--- src/rtl/des_pkg.sv ---
// rtl/des_pkg.sv - DES key schedule tables, widths and FSM state type
package des_pkg;

   localparam int KEY_W        = 64;
   localparam int SUBKEY_W     = 48;
   localparam int NROUNDS      = 16;
   localparam int ROUND_KEYS_W = 768;
   localparam int HALF_W       = 28;

   localparam int PC1 [56] = '{
      57, 49, 41, 33, 25, 17,  9,
       1, 58, 50, 42, 34, 26, 18,
      10,  2, 59, 51, 43, 35, 27,
      19, 11,  3, 60, 52, 44, 36,
      63, 55, 47, 39, 31, 23, 15,
       7, 62, 54, 46, 38, 30, 22,
      14,  6, 61, 53, 45, 37, 29,
      21, 13,  5, 28, 20, 12,  4};

   localparam int PC2 [48] = '{
      14, 17, 11, 24,  1,  5,
       3, 28, 15,  6, 21, 10,
      23, 19, 12,  4, 26,  8,
      16,  7, 27, 20, 13,  2,
      41, 52, 31, 37, 47, 55,
      30, 40, 51, 45, 33, 48,
      44, 49, 39, 56, 34, 53,
      46, 42, 50, 36, 29, 32};

   localparam int SHIFTS [16] = '{1, 1, 2, 2, 2, 2, 2, 2, 1, 2, 2, 2, 2, 2, 2, 1};

   typedef enum logic [1:0] {ST_IDLE, ST_RUN, ST_DONE} ks_state_e;

   // FIPS numbering: index 1 is the MSB of both the key and the result.
   function automatic logic [1:56] pc1_perm(input logic [1:64] k);
      logic [1:56] r;
      for (int n = 1; n <= 56; n++) r[n] = k[PC1[n-1]];
      return r;
   endfunction

endpackage

--- src/rtl/des_ks_round.sv ---
// rtl/des_ks_round.sv - one combinational DES key schedule round: rotate C/D, apply PC-2
module des_ks_round
   import des_pkg::*;
(
   input  logic [1:28] c_i,
   input  logic [1:28] d_i,
   input  logic [4:0]  rnd_i,
   output logic [1:28] c_o,
   output logic [1:28] d_o,
   output logic [1:48] k_o
);

   logic        shift_two;
   logic [1:56] cd;
   logic        unused_cd;

   always_comb begin
      shift_two = 1'b0;
      for (int n = 0; n < NROUNDS; n++) begin
         if (rnd_i == 5'(n + 1)) shift_two = (SHIFTS[n] == 2);
      end
   end

   assign c_o = shift_two ? {c_i[3:28], c_i[1:2]} : {c_i[2:28], c_i[1]};
   assign d_o = shift_two ? {d_i[3:28], d_i[1:2]} : {d_i[2:28], d_i[1]};
   assign cd  = {c_o, d_o};

   always_comb begin
      k_o = '0;
      for (int n = 1; n <= SUBKEY_W; n++) k_o[n] = cd[PC2[n-1]];
   end

   // PC-2 discards these eight positions of C||D.
   assign unused_cd = ^{cd[9], cd[18], cd[22], cd[25], cd[35], cd[38], cd[43], cd[54]};

endmodule

--- src/rtl/des_key_schedule.sv ---
// rtl/des_key_schedule.sv - iterative DES key schedule, ROUNDS_PER_CYCLE subkeys per clock; KEY_PARITY_CHECK_EN adds key parity flag
module des_key_schedule
   import des_pkg::*;
#(
   parameter int ROUNDS_PER_CYCLE = 1
)(
   input  logic         clk,
   input  logic         rst_n,
   input  logic         start,
   input  logic [1:64]  key,
   input  logic         decrypt,
   output logic         busy,
   output logic         done,
   output logic [1:768] round_keys,
   output logic         parity_err
);

   localparam int R = ROUNDS_PER_CYCLE;

   if (R != 1 && R != 2 && R != 4 && R != 8 && R != 16) begin : g_bad_rounds
      $error("des_key_schedule: ROUNDS_PER_CYCLE must be 1, 2, 4, 8 or 16");
   end

   ks_state_e    state_q, state_d;
   logic [4:0]   ctr_q, ctr_d;
   logic [1:28]  creg_q, creg_d;
   logic [1:28]  dreg_q, dreg_d;
   logic         dec_q, dec_d;
   logic [1:768] rk_q, rk_d;
   logic [1:56]  key_cd;
   logic         accept;

   logic [1:28]  c_w   [0:R];
   logic [1:28]  d_w   [0:R];
   logic [1:48]  k_w   [0:R-1];
   logic [4:0]   rnd_w [0:R-1];

   assign key_cd = pc1_perm(key);
   assign c_w[0] = creg_q;
   assign d_w[0] = dreg_q;

   for (genvar j = 0; j < R; j++) begin : g_round
      assign rnd_w[j] = ctr_q + 5'(j + 1);
      des_ks_round u_round (
         .c_i   (c_w[j]),
         .d_i   (d_w[j]),
         .rnd_i (rnd_w[j]),
         .c_o   (c_w[j+1]),
         .d_o   (d_w[j+1]),
         .k_o   (k_w[j])
      );
   end

`ifdef KEY_PARITY_CHECK_EN
   logic perr_q, perr_d;
   logic key_par_bad;

   always_comb begin
      key_par_bad = 1'b0;
      for (int b = 0; b < 8; b++) begin
         if (~^key[8*b+1 +: 8]) key_par_bad = 1'b1;
      end
   end

   always_comb begin
      perr_d = perr_q;
      if (accept) perr_d = key_par_bad;
   end

   always_ff @(posedge clk or negedge rst_n) begin
      if (!rst_n) perr_q <= 1'b0;
      else        perr_q <= perr_d;
   end

   assign parity_err = perr_q;
`else
   logic unused_par;
   assign unused_par = ^{key[8], key[16], key[24], key[32], key[40], key[48], key[56], key[64]};
   assign parity_err = 1'b0;
`endif

   always_comb begin
      state_d = state_q;
      ctr_d   = ctr_q;
      creg_d  = creg_q;
      dreg_d  = dreg_q;
      dec_d   = dec_q;
      rk_d    = rk_q;
      accept  = 1'b0;
      case (state_q)
         ST_IDLE: accept = start;
         ST_RUN: begin
            creg_d = c_w[R];
            dreg_d = d_w[R];
            // Each slot is picked up by whichever chained round maps onto it this cycle.
            for (int s = 1; s <= NROUNDS; s++) begin
               for (int j = 0; j < R; j++) begin
                  if ((dec_q ? (17 - (int'(ctr_q) + j + 1)) : (int'(ctr_q) + j + 1)) == s)
                     rk_d[SUBKEY_W*(s-1)+1 +: SUBKEY_W] = k_w[j];
               end
            end
            ctr_d = ctr_q + 5'(R);
            if (ctr_d == 5'(NROUNDS)) state_d = ST_DONE;
         end
         ST_DONE: begin
            accept  = start;
            state_d = ST_IDLE;
         end
         default: state_d = ST_IDLE;
      endcase
      if (accept) begin
         creg_d  = key_cd[1:28];
         dreg_d  = key_cd[29:56];
         dec_d   = decrypt;
         ctr_d   = '0;
         state_d = ST_RUN;
      end
   end

   always_ff @(posedge clk or negedge rst_n) begin
      if (!rst_n) begin
         state_q <= ST_IDLE;
         ctr_q   <= '0;
         creg_q  <= '0;
         dreg_q  <= '0;
         dec_q   <= 1'b0;
         rk_q    <= '0;
      end else begin
         state_q <= state_d;
         ctr_q   <= ctr_d;
         creg_q  <= creg_d;
         dreg_q  <= dreg_d;
         dec_q   <= dec_d;
         rk_q    <= rk_d;
      end
   end

   assign busy       = (state_q == ST_RUN);
   assign done       = (state_q == ST_DONE);
   assign round_keys = rk_q;

endmodule

--- config.mk ---
export PLATFORM = sky130hd
export DESIGN_NAME = des_key_schedule
export DESIGN_NICKNAME = d
export VERILOG_FILES = /design/src/rtl/des_pkg.sv /design/src/rtl/des_ks_round.sv /design/src/rtl/des_key_schedule.sv
export SDC_FILE = /design/constraint.sdc
export NUM_CORES = 1
export LEC_CHECK = 0
export ABC_AREA = 1
export CAP_MARGIN = 25
export CORE_MARGIN = 2
export CORE_UTILIZATION = 30
export CTS_CLUSTER_DIAMETER = 200
export DETAILED_ROUTE_END_ITERATION = 7
export PLACE_DENSITY = 0.61
export SYNTH_ARGS = -nofsm -noshare
export SYNTH_HDL_FRONTEND = slang
export SYNTH_SLANG_ARGS = --single-unit
--- constraint.sdc ---
create_clock -name clk -period 2.9 [get_ports clk]
set_input_delay 0.58 -clock clk [delete_from_list [all_inputs] [get_ports clk]]
set_output_delay 0.58 -clock clk [all_outputs]
set_load 0.02 [all_outputs]
Yosys cells after proc, flatten, opt, wreduce, memory -nomap -nowiden
Cells that the tools add are included.
{"block": "totals", "mem_count": 0, "wordCells": 105, "inputBits": 68, "ramBits": 0, "mem_bits_ro": 0, "latch_bits": 0, "regBits": 832}
{"block": "classes", "mul": 0, "shift": 0, "order_cmp": 0, "mux": 27, "n_eq_ne": 34, "bitwise": 0, "n_div": 0, "add_sub_neg": 3, "n_reduce_logical": 20}
{"operator": "== test 32 x 5 -> 1 bit (second input constant)", "n": 8}
{"operator": "2-to-1 mux 28 bit", "n": 6}
{"operator": "== test 32 x 4 -> 1 bit (second input constant)", "n": 4}
{"operator": "== test 32 x 3 -> 1 bit (second input constant)", "n": 2}
{"operator": "== test 5 x 4 -> 1 bit (second input constant)", "n": 8}
{"operator": "AND reduction 2 bit", "n": 17}
{"operator": "== test 32 x 2 -> 1 bit (second input constant)", "n": 1}
{"operator": "== test 32 x 6 -> 1 bit (second input constant)", "n": 1}
{"operator": "2-to-1 mux 32 bit", "n": 1}
{"operator": "subtractor 6 x 32 -> 32 bit (first input constant)", "n": 1}
{"operator": "== test 5 x 3 -> 1 bit (second input constant)", "n": 4}
{"operator": "2-to-1 mux 1 bit", "n": 15}
{"operator": "2-to-1 mux 5 bit", "n": 2}
{"operator": "adder 5 x 1 -> 6 bit (second input constant)", "n": 1}
{"operator": "adder 5 x 1 -> 5 bit (second input constant)", "n": 1}
{"operator": "== test 5 x 2 -> 1 bit (second input constant)", "n": 1}
{"operator": "== test 5 bit (second input constant)", "n": 1}
{"operator": "2-to-1 mux 2 bit", "n": 2}
{"operator": "one-hot mux 2 bit (2 select lines)", "n": 1}
{"operator": "inequality test 3 x 1 -> 1 bit (second input constant)", "n": 1}
{"operator": "== test 2 x 1 -> 1 bit (second input constant)", "n": 1}
{"operator": "== test 2 bit (second input constant)", "n": 1}
{"operator": "zero test 2 bit", "n": 1}
{"operator": "inequality test 2 bit (second input constant)", "n": 1}
{"operator": "other kinds (2)", "n": 2}

Depth between registers and ports, before layout
Gate-level depths: netlist of the first run.
{"block": "logic_depth", "word_depth": 19, "mapped_depth": 19, "ltp_nobuf": 17}

Cells and area by module
A second synthesis of the first run with hierarchy kept.
{"block": "hier_totals", "hier_cells": 4123, "area_unflattened_um2": 35399.0}
{"mod": "des_key_schedule", "instances": 1, "area_each_um2": 34176.5, "cells_each": 3882, "seq_area_each_um2": 20820.0}
{"mod": "des_ks_round", "instances": 1, "area_each_um2": 1222.4, "cells_each": 241, "seq_area_each_um2": 0.0}

Worst setup path after synthesis of the first run
Ideal clock, no wire load.
{"block": "synth_path", "path_kind": "register to register", "startpoint": "register ctr_q[0]", "endpoint": "register rk_q, in the netlist round_keys[10]", "path_buffers": 3, "t_required_ns": 2.783, "stages_incl_launch_ff": 18, "setup_ns": 0.117, "path_slack_ns": 0.214, "arrival_ns": 2.569, "path_cell_list": "dfrtp_1 > inv_1 > ha_1 > nor2_1 > nand2_1 > nand2_2 > ha_1 > inv_1 > nand2_1 > o21ai_1 > nand2_2 > nor2_4 > buf_12 > nand3_2 > buf_6 > buf_2 > nand2_1 > nand2_1"}
{"block": "synth_between", "elab_chain_cells": 17, "word_cells_on_any_way": 35, "classes_between": "add/sub: 3; eq/ne: 15; mux: 16; reduce/logical: 1"}
{"element": "from (decl)", "line_no": "des_key_schedule.sv:25", "rtl": "logic [4:0] ctr_q, ctr_d;"}
{"element": "from (signal assigned)", "line_no": "des_key_schedule.sv:130", "rtl": "ctr_q <= ctr_d;"}
{"element": "adder 5 x 1 -> 5 bit", "line_no": "des_key_schedule.sv:43", "rtl": "assign rnd_w[j] = ctr_q + 5'(j + 1);"}
{"element": "== test 5 x 2 -> 1 bit", "line_no": "des_ks_round.sv:20", "rtl": "if (rnd_i == 5'(n + 1)) shift_two = (SHIFTS[n] == 2);"}
{"element": "2-to-1 mux 1 bit (14 in a row)", "line_no": "des_ks_round.sv:20"}
{"element": "2-to-1 mux 28 bit", "line_no": "des_ks_round.sv:24", "rtl": "assign c_o = shift_two ? {c_i[3:28], c_i[1:2]} : {c_i[2:28], c_i[1]};"}
{"element": "to (signal assigned)", "line_no": "des_key_schedule.sv:134", "rtl": "rk_q <= rk_d;"}
{"element": "to (decl)", "line_no": "des_key_schedule.sv:29", "rtl": "logic [1:768] rk_q, rk_d;"}
Parallel ways exist; a longest one is shown, timed or not.
A chain may end at the register's enable or synchronous reset.

Final worst setup path of the first run
{"block": "layout_path", "startpoint": "register state_q[1]", "endpoint": "output busy"}
{"block": "layout_between", "elab_chain_cells": 1}
{"element": "from (decl)", "line_no": "des_key_schedule.sv:24", "rtl": "ks_state_e state_q, state_d;"}
{"element": "from (signal assigned)", "line_no": "des_key_schedule.sv:129", "rtl": "state_q <= state_d;"}
{"element": "== test 2 x 1 -> 1 bit", "line_no": "des_key_schedule.sv:138", "rtl": "assign busy = (state_q == ST_RUN);"}
{"element": "to (decl)", "line_no": "des_key_schedule.sv:12", "rtl": "output logic busy,"}
Every way passes these cells.

==> flow_summary_export.csv, run 1 <==
group,metric,value,unit
floorplanning,io_pins,839,
finish,utilization,0.4304,
floorplanning,die_width,346.2,microns
grt,grt_pass1_wl,217900,microns
route,wirelength,150300,microns
worst_setup_path,worst_setup_path_end_kind,"output port",
yosys,ys_ff_latch,832,
worst_setup_path,cp-start-kind,"flop",
route,firstDrtPassIters,6,
timing,slew_headroom,0.5310,
clock_tree,h-tree-depth,3,
route,dr.first_iter.drc_count,3192,
clock_tree,root_buffer,"clkbuf_16",
worst_setup_path,critPathArrivalTime,2140,ps
yosys,synthCells,4120,
yosys,yosys-top-cells-area,"dfrtp_1, nand2_1, nand3_1, buf_2, nor2_1",
yosys,synthAdderAreaFrac,0.002137,
placement,portBuffers,829,
placement,place_congestion,0.8390,
timing,worst_pin_slew,703.5,ps
floorplanning,die-area,119800,sq um
finish,final_net_count,4997,
route,via_count,32860,
grt,grtUsageTotal,0.2435,
yosys,synth_xor_area_frac,0.001033,
finish,nFillCells,11410,
clock_tree,tritoncts,"yes",
timing,finalMaxSlewViolations,0,
clock_tree,path_clk_slew,60,ps
grt,overflow,0,
yosys,yosys_warnings,0,
yosys,synth_top_cell_area_share,0.5928,
grt,grt_pass1_vias,31720,
yosys,ys_seq_area_frac,0.5928,
floorplanning,core-area,116200,sq um
yosys,syn_area,35120,sq um
yosys,synth_fp_nets,4194,
timing,finalCriticalPeriod,2721,ps
floorplanning,die_y,346.2,microns
yosys,synth.avg_cell_area,8.525,sq um
flow_run,cap_violations,0,
yosys,synth_compound_area_frac,0.001674,
grt,grt_max_degree,96,
timing,setup_viol,0,
finish,drive_gt1_frac,0.08632,
route,drc,0,
clock_tree,cts_setup_buffers,0,
worst_setup_path,crit_type,"reg -> out",
min_path,hp-class,"reg -> reg",
timing,rsz0062_at_grt,"false",
grt,antenna_found_initial,11,
floorplanning,rows,125,
clock_tree,clk_path_buf_depth,3,
worst_setup_path,critPathRequiredTime,2320,ps
timing,clock_skew,34.42,ps
yosys,ys_types,31,
floorplanning,floorplan.initialDensity,0.3023,
clock_tree,cts_buffers,91,
yosys,yosys.area.top_type,"dfrtp_1",
yosys,synth_top_family_by_area,"simple AND/OR/NAND/NOR gates",
yosys,yosys.area_share.simple,0.3480,
timing,max_freq,367.5,MHz
yosys,synth_mux_area_frac,0,
finish,area.growth.synth_to_final,42.40,%
timing,period_share,0.9382,
timing,hold_viol,0,
clock_tree,clock-sinks,832,
route,post_drt_wl_per_cell,23.05,microns
clock_tree,clock_latency,690,ps
route,routed_via_density,5.040,
worst_setup_path,cp_max_fo,7,
placement,post-dp-hpwl,100400,microns
route,ant_nets,0,
outcome,status,"finished clean",
metrics by stage:
stage               setup TNS [ps]  worst slack [ps]  hold slack, ps  instance area [sq um]  instances
floorplan                        0             214.4           284.4                  35120       4120
global placement                 0             41.28           452.4                  46870       6353
detailed placement          -618.0            -51.51           457.3                  46870       6353
CTS                              0             17.98           472.0                  50000       6517
global route                     0             2.803           482.4                  50010       6518
finish                           0             179.1           466.9                  50020       6519
synth_stat cells:
cell type,count
a21oi_1,2
buf_1,15
buf_12,1
buf_2,181
buf_4,47
buf_6,14
clkbuf_1,83
clkinv_1,1
conb_1,1
dfrtp_1,832
ha_1,6
inv_1,16
inv_2,10
nand2_1,1842
nand2_2,9
nand2_4,1
nand3_1,894
nand3_2,6
nand3_4,6
nand3b_1,1
nand4_1,4
nor2_1,127
nor2_2,1
nor2_4,6
nor3_1,2
nor3_2,1
o21ai_0,5
o21ai_1,1
o22ai_1,3
xnor2_1,1
xor2_4,1
worst paths after layout:
check | start | end | slack, ps | cells after the start
setup reg to reg | ctr_q[1] | round_keys[193] | 180 | 11
min in group asynchronous | rst_n | round_keys[668] | 510 | 2
hold reg to reg | round_keys[704] | round_keys[704] | 470 | 2
hold / removal | round_keys[704] | round_keys[704] | 470 | 2
setup / recovery | state_q[1] | busy | 180 | 4
max in group asynchronous | rst_n | round_keys[244] | 1430 | 3
sequential cells by signal, summed over array words and instances (netlist names):
name and flops:
creg_q 28, ctr_q 5, dec_q 1, dreg_q 28, round_keys 768, state_q 2
logic make-up after synthesis:
group,after synthesis
flops,832
xor+xnor,2
buf+inv,368
simple gates,2900
other cells,1
compound gates,11
fa+ha+maj,6
per-layer routing:
layer	global-route usage	routed length [microns]
met2	0.3848	69200
met5	0	123
met1	0.3195	62370
met4	0.09901	6425
met3	0.06011	12140
worst max-delay path, stage by stage (launching register included):
cell and delay (ps):
dfrtp_1 370, inv_1 70, nand2_1 190, inv_2 220, clkdlybuf4s50_1 640
timing repair:
| action | CTS | global route |
|---|---|---|
| hold buffers | 1 | 0 |
| endpoints found under the setup margin | 56 | 738 |
| gates resized for setup | 2 | 5 |
| hold endpoints to repair | 32 | 0 |
layout by cell type, fill, tap and decap left out, drive strengths merged:
cell type and instances:
a21oi 2, buf 222, bufinv 6, clkbuf 128, clkdlybuf4s50 828, clkinv 17
clkinvlp 7, conb 1, dfrtp 832, diode 2, dlygate4sd3 1, ha 6
inv 32, nand2 1852, nand3 906, nand3b 1, nand4 4, nor2 134
nor3 3, o21ai 6, o22ai 3, xnor2 1, xor2 1
cell type report:
class | instances | area [sq um] | area share
Tap cell | 1524 | 1907 | 0.03812
Timing Repair Buffer | 1051 | 11570 | 0.2313
Clock buffer | 128 | 2658 | 0.05313
Inverter | 27 | 102.6 | 0.002051
Antenna cell | 2 | 5.005 | 0.0001001
Sequential cell | 832 | 20820 | 0.4163
Multi-Input combinational cell | 2920 | 12510 | 0.2501
Clock inverter | 35 | 445.4 | 0.008906
Power of run 1 is left out: the tool's default activity adds up to more than one toggle a clock period on the data nets, which glitch-free logic cannot reach.
==> run 2, diff against run 1 <==
--- a/config.mk
+++ b/config.mk
@@ -7,6 +7,7 @@
 export LEC_CHECK = 0
 export ABC_AREA = 1
 export CAP_MARGIN = 25
+export CORE_ASPECT_RATIO = 0.5
 export CORE_MARGIN = 2
 export CORE_UTILIZATION = 30
 export CTS_CLUSTER_DIAMETER = 200
==> run 2 against run 1 <==
Compared with the run above: critical path depth grew 8; largest cell class unchanged; flip-flop and latch count is the same; worst setup slack lost 53 ps; critical endpoint is now round_keys[83]; critical path type is now reg -> reg; clock-buffer cell count shrank 18; first-iteration DRC count grew 18%; sequential share of layout area shrank 0.089 points; cell area grew 0.22%.
==> flow_summary_export.csv, run 2 (synthesis gave the netlist of run 1 again) <==
group,metric,value,unit
outcome,status,"finished clean",
grt,grtUsageTotal,0.2468,
finish,drive_gt1_frac,0.08829,
timing,worst_pin_slew,705.4,ps
worst_setup_path,worst_setup_path_end_kind,"flop",
floorplanning,floorplan.initialDensity,0.3035,
timing,period_share,0.9566,
grt,overflow,0,
worst_setup_path,rr_endpoint,"round_keys[83]",
finish,fin_area,50130,sq um
route,drc,0,
timing,slew_headroom,0.5297,
finish,mostFrequentLayoutCells,"nand2_1, nand3_1, dfrtp_1",
grt,grt_pass1_wl,217600,microns
flow_run,cap_violations,0,
worst_setup_path,crit_type,"reg -> reg",
route,firstDrtPassIters,7,
clock_tree,clk_path_buf_depth,3,
clock_tree,root_buffer,"clkbuf_16",
placement,portBuffers,829,
floorplanning,die_width,487.9,microns
route,wirelength,155300,microns
timing,fin_tns_setup,0,ps
grt,met3_usage,0.04224,
finish,largest_reg_flops,768,
grt,grt_busiest_layer,"met2",
route,dr.first_iter.drc_count,3763,
finish,seq_area,20820,sq um
floorplanning,core-area,115700,sq um
timing,hold_viol,0,
route,routed_via_density,5.084,
min_path,hp-class,"in -> async",
timing,max_freq,360.5,MHz
placement,place_congestion,0.8737,
floorplanning,io_pins,839,
worst_setup_path,cp_max_fo,60,
grt,grt_use_met1,0.3147,
finish,multi_input_area,12520,sq um
grt,grt_max_degree,113,
placement,post-dp-hpwl,105000,microns
finish,final_common_cell,"nand2_1",
route,via_count,33470,
timing,finalMaxSlewViolations,0,
worst_setup_path,cp-startpoint,"ctr_q[0]",
finish,nFillCells,11250,
timing,finalCriticalPeriod,2774,ps
worst_setup_path,reg2reg_slack,130,ps
worst_setup_path,r2r_cells,12,
worst_setup_path,cp-start-kind,"flop",
clock_tree,tritoncts,"yes",
clock_tree,path_clk_slew,70,ps
worst_setup_path,r2r-start,"ctr_q[0]",
grt,grt_pass1_vias,31310,
timing,clock_skew,24.91,ps
clock_tree,clock_latency,680,ps
placement,dpl_cell_area,46930,sq um
clock_tree,h-tree-depth,3,
finish,fin_cells,6584,
finish,area.growth.synth_to_final,42.71,%
grt,met2_usage,0.3930,
timing,setup_viol,0,
clock_tree,clock-sinks,832,
worst_setup_path,endpoint,"round_keys[83]",
finish,final_net_count,5006,
grt,antenna_found_initial,18,
route,ant_nets,0,
route,post_drt_wl_per_cell,23.58,microns
floorplanning,rows,88,
clock_tree,cts_buffers,81,
floorplanning,die_y,246.0,microns
worst_setup_path,critPathRequiredTime,3440,ps
worst_setup_path,critPathArrivalTime,3320,ps
finish,utilization,0.4332,
floorplanning,die-area,120000,sq um
placement,dp_cells,6402,
[run 2: cell types whose count changed in the layout (fill, tap and decap cells not counted), sizes merged]
cell | before | now
buf | 222 | 230
clkinvlp | 7 | 5
clkdlybuf4s50 | 828 | 827
inv | 32 | 29
clkinv | 17 | 24
clkbuf | 128 | 121
bufinv | 6 | 5
diode | 2 | 14
dlymetal6s2s | 0 | 1
[run 2: final cells by class]
| type | count | area share |
|---|---|---|
| tap | 1575 | 0.03931 |
| sequential | 832 | 0.4154 |
| multi-input combinational | 2920 | 0.2498 |
| antenna | 14 | 0.0006989 |
| clock inverter | 36 | 0.006864 |
| clock buffer | 110 | 0.04650 |
| inverter | 27 | 0.002047 |
| timing repair buffer | 1070 | 0.2393 |
[run 2: metrics by stage]
step                      worst slack, ps  hold WS [ps]
after floorplan                     214.4         284.4
after global placement              78.63         454.0
after detailed placement            24.61         457.1
after CTS                           14.96         418.3
after global routing               -47.98         446.4
final                               126.0         441.0
[run 2: layer usage]
layer | part of all wire | vias up | wire length [microns]
met5 | 0 | - | 0
met4 | 0.072 | 0 | 11140
met3 | 0.073 | 462 | 11380
met2 | 0.47 | 1718 | 72320
met1 | 0.39 | 16520 | 60400
li1 | - | 14770 | -
[run 2: worst min path at each step]
stage / to / slack [ps] / cells after the start
after floorplan: creg_q[10] / 280 / 0
after global placement: round_keys[149] / 450 / 2
after detailed placement: round_keys[603] / 460 / 2
after CTS: round_keys[537] / 420 / 2
after global routing: round_keys[537] / 450 / 2
final: round_keys[537] / 440 / 2
[run 2: worst max-delay path: stages (launching register included)]
cell and delay, ps:
dfrtp_2 440, ha_4 190, nand3_1 80, nand2_1 60, nand2_2 100, buf_4 530
nand2_2 140, buf_12 230, nand2_1 110, nand2_1 150, buf_12 200, nand3_1 240
nand2_1 80
[run 2: what timing repair did]
item,CTS,global route
setup buffers,1,9
hold buffers,1,0
endpoints found under the setup margin,1,739
pin swaps,1,4
hold endpoints to repair,40,0
gates cloned,0,11
resized for setup,0,27
Power of run 2 is left out for the same reason.
